--- src/rtl/ps2_tx_if.sv ---
// Host-side command handshake of the PS/2 transmitter: byte + start strobe in,
// busy level and done/err completion pulses out.
interface ps2_tx_if;
   logic [7:0] tx_data;
   logic       tx_start;
   logic       busy;
   logic       done;
   logic       err;

   modport master (output tx_data, tx_start, input busy, done, err);
   modport slave  (input tx_data, tx_start, output busy, done, err);
endinterface

--- src/rtl/ps2_tx.sv ---
// PS/2 host-to-device byte transmitter: inhibit, request-to-send, shift 8 data
// bits + odd parity + stop on device clock edges, then check the device ACK.
module ps2_tx #(
   parameter int INHIBIT_CYC = 2500,
   parameter int REQ_CYC     = 25,
   parameter int TIMEOUT_CYC = 375000
) (
   input  logic   clk,
   input  logic   rst,
   input  logic   ps2_c_in,
   input  logic   ps2_d_in,
   output logic   ps2_c_oe,
   output logic   ps2_d_oe,
   ps2_tx_if.slave host
);

   localparam int CMAX = (INHIBIT_CYC > REQ_CYC) ? INHIBIT_CYC : REQ_CYC;
   localparam int CW   = $clog2(CMAX + 1);
   localparam int TW   = $clog2(TIMEOUT_CYC + 1);

   typedef enum logic [2:0] {
      IDLE, INHIBIT, REQ, SHIFT, ACK, WAIT_IDLE
   } state_t;

   state_t        state, nxt;
   logic          c_s1, c_s2, c_prev, d_s1, d_s2;
   logic [CW-1:0] cnt;
   logic [TW-1:0] tcnt;
   logic [3:0]    bitcnt;
   logic [7:0]    shreg;
   logic          par;
   logic          fall, timeout, inh_end, req_end;

   assign fall    = c_prev & ~c_s2;
   assign inh_end = (cnt == CW'(INHIBIT_CYC - 1));
   assign req_end = (cnt == CW'(REQ_CYC - 1));
   assign timeout = ((state == SHIFT) || (state == ACK) || (state == WAIT_IDLE)) &&
                    (tcnt == TW'(TIMEOUT_CYC));

   always_ff @(posedge clk or posedge rst) begin
      if (rst) state <= IDLE;
      else     state <= nxt;
   end

   always_comb begin
      nxt = state;
      case (state)
         IDLE:      if (host.tx_start) nxt = INHIBIT;
         INHIBIT:   if (inh_end) nxt = REQ;
         REQ:       if (req_end) nxt = SHIFT;
         SHIFT: begin
            if (timeout)              nxt = IDLE;
            else if (bitcnt == 4'd10) nxt = ACK;
         end
         ACK: begin
            if (timeout)   nxt = IDLE;
            else if (fall) nxt = d_s2 ? IDLE : WAIT_IDLE;
         end
         WAIT_IDLE: begin
            if (timeout)          nxt = IDLE;
            else if (c_s2 & d_s2) nxt = IDLE;
         end
         default:   nxt = IDLE;
      endcase
   end

   always_comb begin
      ps2_c_oe  = 1'b0;
      ps2_d_oe  = 1'b0;
      host.busy = (state != IDLE);
      host.done = 1'b0;
      host.err  = timeout;
      case (state)
         INHIBIT: ps2_c_oe = 1'b1;
         REQ: begin
            ps2_c_oe = 1'b1;
            ps2_d_oe = 1'b1;
         end
         SHIFT: begin
            // Timeout wins over the bit being driven so both lines are free on exit.
            if (!timeout) begin
               if (bitcnt == 4'd0)                         ps2_d_oe = 1'b1;
               else if (bitcnt <= 4'd8)                    ps2_d_oe = ~shreg[3'(bitcnt - 4'd1)];
               else if (bitcnt == 4'd9)                    ps2_d_oe = ~par;
               else                                        ps2_d_oe = 1'b0;
            end
         end
         ACK:       if (!timeout && fall && d_s2) host.err = 1'b1;
         WAIT_IDLE: if (!timeout && c_s2 && d_s2) host.done = 1'b1;
         default: ;
      endcase
   end

   always_ff @(posedge clk or posedge rst) begin
      if (rst) begin
         c_s1   <= 1'b1;
         c_s2   <= 1'b1;
         c_prev <= 1'b1;
         d_s1   <= 1'b1;
         d_s2   <= 1'b1;
         cnt    <= '0;
         tcnt   <= '0;
         bitcnt <= '0;
         shreg  <= '0;
         par    <= 1'b0;
      end else begin
         c_s1   <= ps2_c_in;
         c_s2   <= c_s1;
         c_prev <= c_s2;
         d_s1   <= ps2_d_in;
         d_s2   <= d_s1;
         case (state)
            IDLE: begin
               cnt <= '0;
               if (host.tx_start) begin
                  shreg <= host.tx_data;
                  par   <= ~^host.tx_data;
               end
            end
            INHIBIT: cnt <= inh_end ? '0 : cnt + CW'(1);
            REQ: begin
               if (req_end) begin
                  cnt    <= '0;
                  tcnt   <= '0;
                  bitcnt <= '0;
               end else begin
                  cnt <= cnt + CW'(1);
               end
            end
            SHIFT: begin
               tcnt <= tcnt + TW'(1);
               if (fall && bitcnt != 4'd10) bitcnt <= bitcnt + 4'd1;
            end
            ACK, WAIT_IDLE: tcnt <= tcnt + TW'(1);
            default: ;
         endcase
      end
   end

endmodule

--- src/flat_wrapper.sv ---
// flat-port wrapper written by rule: the top's interface ports become plain ports
module ps2_tx_flat 
#(
   parameter int INHIBIT_CYC = 2500,
   parameter int REQ_CYC     = 25,
   parameter int TIMEOUT_CYC = 375000
)
  (clk, rst, ps2_c_in, ps2_d_in, ps2_c_oe, ps2_d_oe, host_tx_data, host_tx_start, host_busy, host_done, host_err);
  ps2_tx_if host_i ();
  input  logic clk;
  input  logic rst;
  input  logic ps2_c_in;
  input  logic ps2_d_in;
  output logic ps2_c_oe;
  output logic ps2_d_oe;
  input wire logic [$bits(host_i.tx_data)-1:0] host_tx_data;
  input wire logic [$bits(host_i.tx_start)-1:0] host_tx_start;
  output wire logic [$bits(host_i.busy)-1:0] host_busy;
  output wire logic [$bits(host_i.done)-1:0] host_done;
  output wire logic [$bits(host_i.err)-1:0] host_err;
  assign host_i.tx_data = host_tx_data;
  assign host_i.tx_start = host_tx_start;
  assign host_busy = host_i.busy;
  assign host_done = host_i.done;
  assign host_err = host_i.err;
  ps2_tx #(.INHIBIT_CYC(INHIBIT_CYC), .REQ_CYC(REQ_CYC), .TIMEOUT_CYC(TIMEOUT_CYC)) u_core (.clk(clk), .rst(rst), .ps2_c_in(ps2_c_in), .ps2_d_in(ps2_d_in), .ps2_c_oe(ps2_c_oe), .ps2_d_oe(ps2_d_oe), .host(host_i));
endmodule
--- config.mk ---
export PLATFORM = sky130hd
export DESIGN_NAME = ps2_tx_flat
export DESIGN_NICKNAME = d
export VERILOG_FILES = /design/src/rtl/ps2_tx_if.sv /design/src/rtl/ps2_tx.sv /design/src/flat_wrapper.sv
export SDC_FILE = /design/constraint.sdc
export NUM_CORES = 1
export LEC_CHECK = 0
export CORE_ASPECT_RATIO = 2
export CORE_UTILIZATION = 50
export DETAILED_ROUTE_END_ITERATION = 8
export GPL_ROUTABILITY_DRIVEN = 1
export PLACE_DENSITY = 0.66
export SETUP_SLACK_MARGIN = 0.3
export SLEW_MARGIN = 20
export SYNTH_ARGS = -nofsm -noshare
export SYNTH_HDL_FRONTEND = slang
export SYNTH_SLANG_ARGS = --single-unit
--- constraint.sdc ---
create_clock -name clk -period 2.5 [get_ports clk]
set_clock_uncertainty 0.2 [all_clocks]
set_input_delay 0.25 -clock clk [delete_from_list [all_inputs] [get_ports clk]]
set_output_delay 0.25 -clock clk [all_outputs]
set_load 0.05 [all_outputs]
; ---- Word-level counts from Yosys, hierarchy flattened
; Index checks and enable logic that the tools add are counted.
[classes]
n_addsub = 4
order_cmp = 2
n_eq_ne = 18
muxes = 31
bitwise_logic = 5
reduce_logical = 22
[ops]
columns = op, n
row1 = $pmux 19 s2, 1
row2 = $pmux 12 s3, 1
row3 = $mux 3, 10
row4 = $mux 12, 2
row5 = $add 19x1->19 const B, 1
row6 = $eq 19x19->1 const B, 1
row7 = $mux 19, 1
row8 = $pmux 3 s6, 1
row9 = $add 12x1->12 const B, 1
row10 = $eq 12x12->1 const B, 1
row11 = $eq 12x5->1 const B, 1
row12 = $mux 1, 10
row13 = $eq 4x4->1 const B, 2
row14 = $mux 4, 2
row15 = $pmux 4 s2, 1
row16 = $reduce_xnor 8->1, 1
row17 = $eq 3x2->1 const B, 2
row18 = $eq 3x3->1 const B, 2
row19 = $logic_and 1x1->1, 6
row20 = $ne 3x2->1 const B, 2
row21 = $reduce_and 6->1, 1
row22 = $reduce_bool 3->1, 2
row23 = $add 4x1->4 const B, 1
row24 = $le 4x4->1 const B, 1
row25 = other kinds (20), 28
[totals]
register_bits = 52
input_bits = 13
output_inout_bits = 5
wordCells = 93

; ---- Logic depth before layout (Yosys ltp)
; Gate-level depths: netlist of the first run.
[logic_depth]
depth_word = 9
mapped_depth = 8
depth_no_buf = 7

; ---- Worst setup path after synthesis of the first run
; No wires, ideal clock.
[synth_path]
kind = register to output
from = reg u_core.bitcnt[0]
to = out ps2_d_oe
arrival_ps = 1847
required_ps = 2050
setup_slack_ps = 203
stages_incl_launch_ff = 8
path_buffers = 0
cell_sequence = dfrtp_1 > inv_1 > ha_1 > mux4_2 > nor2b_1 > o22ai_1 > nand4b_1 > nand2_1
[synth_between]
elab_chain_len = 8
word_cells_on_any_way = 12
classes_between = 1 x add/sub / 1 x order compare / 1 x eq/ne / 7 x mux / 1 x bitwise / 1 x reduce/logical
[synth_lines]
columns = element, line
row1 = "start, declared", ps2_tx.sv:29  ; logic [3:0] bitcnt;
row2 = "start signal, assigned", ps2_tx.sv:132  ; if (fall && bitcnt != 4'd10) bitcnt <= bitcnt + 4'd1;
row3 = $sub 3x1->3, ps2_tx.sv:83  ; else if (bitcnt <= 4'd8) ps2_d_oe = ~shreg[3'(bitcnt - 4'd1)];
row4 = $bmux 1 s3, ps2_tx.sv:83
row5 = $mux 1 (not written as such), ps2_tx.sv:83
row6 = $not 1->1, ps2_tx.sv:83
row7 = $mux 1, ps2_tx.sv:83
row8 = $mux 1 (*), ps2_tx.sv:82  ; if (bitcnt == 4'd0) ps2_d_oe = 1'b1;
row9 = $mux 1 (*), ps2_tx.sv:81  ; if (!timeout) begin
row10 = $pmux 1 s2 (*), ps2_tx.sv:73  ; case (state)
row11 = "end, declared", flat_wrapper.sv:15  ; output logic ps2_d_oe;
; Every way passes the cells marked *; elsewhere a longest branch is shown, timed or not. The select of a mux whose other input is x is not followed.

; ---- Final worst setup path of the first run
; Same ends and word-level chain as after synthesis.

==> run summary, run 1 <==
The flow ran to the end, and the final reports show no timing, DRC or antenna violations. The run gives 0 as the global-route congestion overflow total. The period utilization came out at 97.5%.

The global routing stage identified its most utilized layer as met2. The most used flip-flop cell after synthesis was dfrtp_1. The critical path is of the flip-flop to output port type. After detailed placement, the total cell area comes to 3370 um^2. In this run the vertical extent of the chip is 112 um. Global routing used 26.1% of the available met1 tracks. Along the worst path, the maximum fanout reaches 2. The initial utilization of the core area, before any placement, comes to 52.4%. Counting cells, the worst reg-to-reg path comes to 6.

The tools report the number of H-tree branching levels as 2. Synthesis inferred 52 register bits. STA puts the critical path data arrival time at 1.99 ns. Global routing used 4.15% of the available met3 tracks.

The multi-input combinational cells in the finished layout cover a total of 1760 um^2. The global routing usage summed across all routing layers is 23.9%. The repair_antennas step left the layout with diodes totalling 0. After clock tree synthesis, the flow added hold-fix buffers numbering 0. The clock passes through at most 2 buffers.

The clock latency on the worst-skew pair was 0.29 ns. Setup repair after global routing could not meet its margin everywhere. In the final layout, the share of cells above drive strength 1 is 26.1%. The final layout contains routed wiring with a total length of 6.90 mm. The average instance in the mapped netlist occupies 10.3 um^2. Global routing consumed, on the met2 layer, 43.3% of the routing resources.

The logs give 3040 um^2 for the synthesized cell area and 0 ns for the final-layout setup total negative slack. After layout, the minimum clock period comes to 2.44 ns. The via density per instance was 5.87. The power density of the placed cells was 1040 nW/um^2; the count of yosys warnings during synthesis was 0. Registers take 1310 um^2. The HPWL after detailed placement is 4.74 mm. Leakage power total: 1.59 nW. The synthesized netlist net count is 316, and the peak supply drop is 702 uV. In the layout the commonest cells are 45 x dfrtp_1, 37 x nor2_1, 27 x xnor2_1. DRC violation count after routing: 0. The post-layout instance area came out at 3780 um^2.

The launch instance of the worst register-to-register path is u_core.state[2]$_DFFE_PP0P_. The post-synthesis to final-layout area growth was 24.2%. Input and output buffers added on the ports amount to 17.

Width of the die: 57.2 um. The post-detailed-route wirelength per cell is 17.3 um. The area of the core was 5810 um^2; the timing-limited maximum frequency was 410 MHz. The number of clock buffers added by TritonCTS is 5. The measured slew at the worst slew-check pin is 0.483 ns. Launching element type of the critical path: a flip-flop. The number of enable-type register cells in the synthesized netlist was 0. Iteration count of the initial detailed-routing pass: 4.

The most frequent standard cell in the layout excluding fill and tap cells was dfrtp_1. For the number of maximum-capacitance violations, the log shows 0. After clock tree synthesis, the clock-pin slew on the worst setup and hold paths is 0.07 ns.

The worst register-to-register path ends at u_core.state[0]$_DFFE_PP0P_. For the number of design-rule violations left by the first detailed-router iteration, the log shows 80. In this run the tightest slew margin relative to its limit is 67.7%. The first global-routing pass estimated 11.8 mm of wire. CTS placed an instance of clkbuf_16 at the clock tree root. Of all flip-flops after synthesis, the portion carrying an async set or reset was 100%.

The run gives 0 as the final hold violation count. The tools report the launching instance or port of the critical path as u_core.bitcnt[0]$_DFFE_PP0P_. The routability congestion estimate was 0.857. The detailed router placed 2338 vias in this run. Setup violations remaining at the end of the flow were counted as 0.

The tools report the number of top-level pins as 18. TritonCTS built the clock tree. For this run, the post-layout net count is 357. The setup check on the worst reg-to-reg path leaves a slack of 0.28 ns. The tools report the critical path capture point type as an output port. Once detail routing completed, the nets flagged for antenna violations numbered 0. Counting every sink on the clock net gives 52.

For the post-synthesis instance total, the log shows 295. The tools report the number of max-slew violations in the final report as 0. The tightest min-delay check is of the input pin to asynchronous set/reset pin type. For this run, the register share of the synthesized area comes to 43.0%. The floorplan step defined a die boundary enclosing 6420 um^2. The logs give 2481 for the via count of the first global-routing pass and 39 for the row count.

The run gives 465 as the count of filler cells inserted in the layout. The worst endpoint required time is 2.05 ns, and the number of antenna violations at the first check in global routing is 0. The count of distinct cell types in the synthesized netlist was 56. The largest net degree at the start of global routing was 53.
## through the flow
| stage | power, mW | cells | hold slack, ns | setup slack [ns] | util [%] |
|---|---|---|---|---|---|
| finish | 3.95 | 398 | 0.130 | 0.0629 | 65.1 |
| global route | 4.19 | 398 | 0.160 | 0.0127 | 65.1 |
| CTS | 3.88 | 396 | 0.135 | 0.0454 | 63.9 |
| detailed placement | 2.85 | 376 | 0.148 | 0.136 | 58.1 |
| global placement | 2.81 | 376 | 0.146 | 0.166 | 58.1 |
| floorplan | 2.36 | 295 | 0.0545 | 0.305 | - |
## sequential cells by signal, summed over array words and instances (netlist names), 3 cells and up
register       count
u_core.tcnt       19
u_core.cnt        12
u_core.shreg       8
u_core.bitcnt      4
u_core.state       3
## report_power, final
part,switching [mW],internal [mW]
registers,0.155,1.03
clock network,0.297,0.527
logic,1.04,0.900
total,1.49,2.45
## critical path, stage by stage, from the launching register on
cell	delay [ns]
dfrtp_1	0.38
inv_2	0.07
ha_4	0.27
mux4_2	0.28
nor2b_4	0.14
o22ai_2	0.12
nand4b_1	0.18
nand2_2	0.12
buf_12	0.13
## repair_timing
item,4_1_cts,5_1_grt
gates cloned,0,0
setup buffers,12,2
pin swaps,8,3
setup endpoints to repair,7,15
gates resized for setup,19,8
## worst max-delay path by stage
stage / end / slack, ns / cells after the start
after global routing: ps2_d_oe / 0.01 / 8
after detailed placement: ps2_d_oe / 0.14 / 8
after global placement: ps2_d_oe / 0.17 / 8
after CTS: ps2_d_oe / 0.05 / 8
after floorplan: ps2_d_oe / 0.30 / 7
final: ps2_d_oe / 0.06 / 8
## per-layer routing
metal | wire (um) | vias to the layer above
met3 | 142 | 13
met4 | 190 | 0
met5 | 0 | -
li1 | - | 1131
met2 | 3930 | 44
met1 | 2640 | 1150
## cell families (layout without fill, tap and decap cells)
| logic type | after synthesis | in the layout | synth area share [%] |
|---|---|---|---|
| and+or+nand+nor | 130 | 130 | 25.5 |
| DFF | 52 | 52 | 43.0 |
| AOI/OAI and AO/OA | 35 | 35 | 8.38 |
| xor gates and xnor gates | 34 | 34 | 10.4 |
| buffers and inverters | 21 | 63 | 3.33 |
| muxes | 15 | 15 | 6.12 |
| adders and majority gates | 8 | 8 | 3.29 |
## Yosys cell counts, drive strengths merged (7+ instances only)
master	n	share of area [%]
mux2	9	3.3
o21ai	9	1.5
xor2	7	2.6
inv	12	1.5
nand2	18	2.2
xnor2	27	7.8
ha	8	3.3
nand4	13	3.1
dfrtp	47	39
nand3	10	1.6
nor3	11	2.0
nor2	39	4.9
a21oi	8	1.3
## area by class of cell
type / count / area share, %
tap: 61 / 2.02
inverter: 12 / 1.19
timing repair buffer: 43 / 10.9
sequential: 52 / 34.6
clock inverter: 1 / 0.794
multi-input combinational: 222 / 46.4
clock buffer: 7 / 4.04
Note: power is estimated with default switching activity, not from simulation.
==> run 2: changes to the inputs <==
--- a/config.mk
+++ b/config.mk
@@ -9,7 +9,7 @@
 export CORE_UTILIZATION = 50
 export DETAILED_ROUTE_END_ITERATION = 8
 export GPL_ROUTABILITY_DRIVEN = 1
-export PLACE_DENSITY = 0.66
+export PLACE_DENSITY = 0.76
 export SETUP_SLACK_MARGIN = 0.3
 export SLEW_MARGIN = 20
 export SYNTH_ARGS = -nofsm -noshare
==> run 2 against run 1 <==
  * First-iteration DRC count fell by 16%
  * Clock-buffer cell count did not move
  * Global-route usage fell by 0.75 points
  * Hold slack got worse by 0.014 ns
  * Sequential share of layout area rose by 0.36 points
  * Final cell count fell by 0.75%
  * Critical path type unchanged
  * Largest cell class unchanged
==> run summary, run 2 (same netlist as run 1, synthesis figures left out) <==
The flow ran to the end, and the final reports show no timing, DRC or antenna violations. For the sum of internal, switching and leakage power, the log shows 3.89 mW (-1.5%). The fraction of final layout cells sized beyond drive strength 1 works out to 26.3% (+0.23 points). The clock latency on the worst-skew pair is 0.30 ns (about the same). For the count of filler cells inserted in the layout, the log shows 441 (-5.2%). The global routing usage summed across all routing layers was 23.2% (-0.75 points); the post-detailed-route wirelength per cell was 16.7 um (-3.6%).

The area of the core is 5810 um^2 (unchanged), and the number of design-rule violations left by the first detailed-router iteration is 67 (-16%). The via count of the first global-routing pass was 2438 (-1.7%); the final hold violation count was 0 (unchanged). For the total die area, the log shows 6420 um^2 (unchanged). The critical path goes through inv_2, ha_4, mux4_2, nor2b_1, o22ai_1, nand4b_1, nand2_2, buf_12.

The number of top-level pins was 18 (unchanged). The most frequent standard cell in the layout excluding fill and tap cells was dfrtp_1. The final worst setup slack is 0.0568 ns (-0.00610 ns).

The number of nets in the final layout came out at 354 (-0.84%). The leakage power total was 1.54 nW (-2.9%); the number of maximum-capacitance violations was 0 (unchanged). TritonCTS built the clock tree. Critical path class: flip-flop to output port.

The number of sinks handled by clock tree synthesis came out at 52 (unchanged). Iteration count of the initial detailed-routing pass: 4 (unchanged). The logs give 0 (unchanged) for the number of max-slew violations in the final report and 5 (unchanged) for the number of clock buffers inserted by TritonCTS. Non-filler instance count after layout: 395 (-0.75%). The number of antenna repair diodes came out at 0 (unchanged). The post-synthesis to final-layout area growth was 23.2%.

Standard cell with the maximum stage delay on the critical path: dfrtp_1. The DRC violation count after routing was 0 (unchanged); the number of I/O port buffers was 17 (unchanged). The number of buffers added to fix hold violations after cts is 0 (unchanged). The wire length after detailed routing is 6.61 mm (-4.3%), and the worst slew margin relative to its limit is 68.0% (+0.30 points). The remaining antenna violation count after routing came out at 0 (unchanged). The run gives 0.837 (-2.3%) as the routability congestion estimate. The number of H-tree branching levels is 2 (unchanged).

In this run the worst hold path is classified as input pin to asynchronous set/reset pin. The tools report the number of antenna violations at the first check in global routing as 0 (unchanged). The final hold slack is 0.116 ns (-0.0141 ns). The clock transition at the register clock pins on the worst setup and hold paths after CTS works out to 0.06 ns (about the same). The register with the most flip-flops in the final layout is u_core.tcnt.

The die span in y is 112 um (unchanged). The HPWL after detailed placement came out at 4.58 mm (-3.5%). The top cell types in the final layout, fill and taps aside, are 43 x dfrtp_1, 37 x nor2_1, 27 x xnor2_1. The data arrival time of the critical path is 1.99 ns (about the same). The peak supply drop is 821 uV (+17%), and the first-pass GRT wire length is 11.4 mm (-3.2%). The tools report the critical path capture point type as an output port. The number of vias after detailed routing was 2340 (+0.086%).

The period utilization is 97.7% (+0.24 points), and the cell area reported after detailed placement is 3360 um^2 (-0.22%). The tools report the row count as 39 (unchanged). The logs give 0 ns (unchanged) for the final-layout setup total negative slack and 52.4% (unchanged) for the initial core utilization. The width of the die works out to 57.2 um (unchanged). The via density per instance is 5.92 (+0.85%).

The maximum single-stage delay on the critical path is 0.38 ns (about the same), and the post-layout instance area is 3750 um^2 (-0.83%). The timing-limited maximum frequency was 409 MHz (-0.25%); the worst endpoint required time was 2.05 ns (about the same). The largest net degree at the start of global routing is 53 (unchanged). In the final layout, the registers with the most flip-flops are u_core.tcnt (19), u_core.cnt (12), u_core.shreg (8). For the global-route congestion overflow total, the log shows 0 (unchanged).

The total of endpoints with negative setup slack in the final report came out at 0 (unchanged). The minimum clock period after layout works out to 2.44 ns (+0.00610 ns). Clock root buffer master: clkbuf_16. The number of flip-flops in the largest register is 19 (unchanged).

Setup repair after global routing could not meet its margin everywhere. The number of placed instances with taps included was 375 (-0.27%). STA classifies the critical path startpoint as a flip-flop.

The measured slew at the worst slew-check pin is 0.482 ns (-0.00134 ns), and the maximum root-to-sink buffer count is 2 (unchanged). The power density of the placed cells is 1040 nW/um^2 (-0.63%). The highest net fanout along the worst path is 2 (unchanged), and the final core utilization is 64.6% (-0.54 points). The tools report the worst setup slack after placement as 0.219 ns (+0.0834 ns).
-- run 2: worst max-delay path: cells and delay by family, from the launching register on --
family / cells / cell delay, ns
AOI/OAI and AO/OA: 1 / 0.16
adders and majority gates: 1 / 0.27
buffers and inverters: 2 / 0.21
DFF: 1 / 0.38
muxes: 1 / 0.27
and+or+nand+nor: 3 / 0.40
-- run 2: area by class of cell --
cell class | instances | area, um^2 | area share, %
multi-input combinational | 222 | 1740 | 46.5
sequential | 52 | 1310 | 35.0
timing repair buffer | 40 | 389 | 10.4
clock buffer | 7 | 153 | 4.07
tap | 61 | 76.3 | 2.04
inverter | 12 | 45.0 | 1.20
clock inverter | 1 | 30.0 | 0.801
-- run 2: path summary, 6_finish.rpt --
path                                              start                           to  slack, ns  depth (start not counted)
hold reg to reg                   u_core.d_s1$_DFF_PP1_        u_core.d_s2$_DFF_PP1_       0.16                          0
max in group asynchronous                           rst        u_core.d_s1$_DFF_PP1_       1.71                          3
setup / recovery           u_core.bitcnt[0]$_DFFE_PP0P_                     ps2_d_oe       0.06                          8
min in group clk                               ps2_d_in        u_core.d_s1$_DFF_PP1_       0.16                          1
setup reg to reg              u_core.cnt[0]$_DFFE_PP0P_  u_core.tcnt[14]$_DFFE_PP0P_       0.35                          8
hold / removal                                      rst  u_core.tcnt[18]$_DFFE_PP0P_       0.12                          3
-- run 2: power breakdown --
group | total, mW | internal, mW | switching, mW
Clock | 0.834 | 0.527 | 0.306
Sequential | 1.21 | 1.03 | 0.177
Combinational | 1.85 | 0.859 | 0.991
-- run 2: routing by layer --
| metal | part of all wire [%] | track usage, % | vias up | routed length (um) |
|---|---|---|---|---|
| met5 | 0 | 0 | - | 0 |
| met4 | 3.5 | 10.9 | 0 | 229 |
| met3 | 2.4 | 4.49 | 16 | 161 |
| met2 | 56 | 41.7 | 42 | 3670 |
| met1 | 39 | 25.4 | 1165 | 2540 |
| li1 | - | - | 1117 | - |
-- run 2: repair_timing --
| action | in CTS | in global routing |
|---|---|---|
| pin swaps | 7 | 4 |
| endpoints found under the setup margin | 5 | 17 |
| gates resized for setup | 19 | 9 |
| buffers inserted | 8 | 4 |
==> run 3: changes to the inputs <==
--- a/config.mk
+++ b/config.mk
@@ -8,7 +8,6 @@
 export CORE_ASPECT_RATIO = 2
 export CORE_UTILIZATION = 50
 export DETAILED_ROUTE_END_ITERATION = 8
-export GPL_ROUTABILITY_DRIVEN = 1
 export PLACE_DENSITY = 0.76
 export SETUP_SLACK_MARGIN = 0.3
 export SLEW_MARGIN = 20
==> results of run 3 <==
No change in the layout: final DEF, timing and power equal those of run 2.
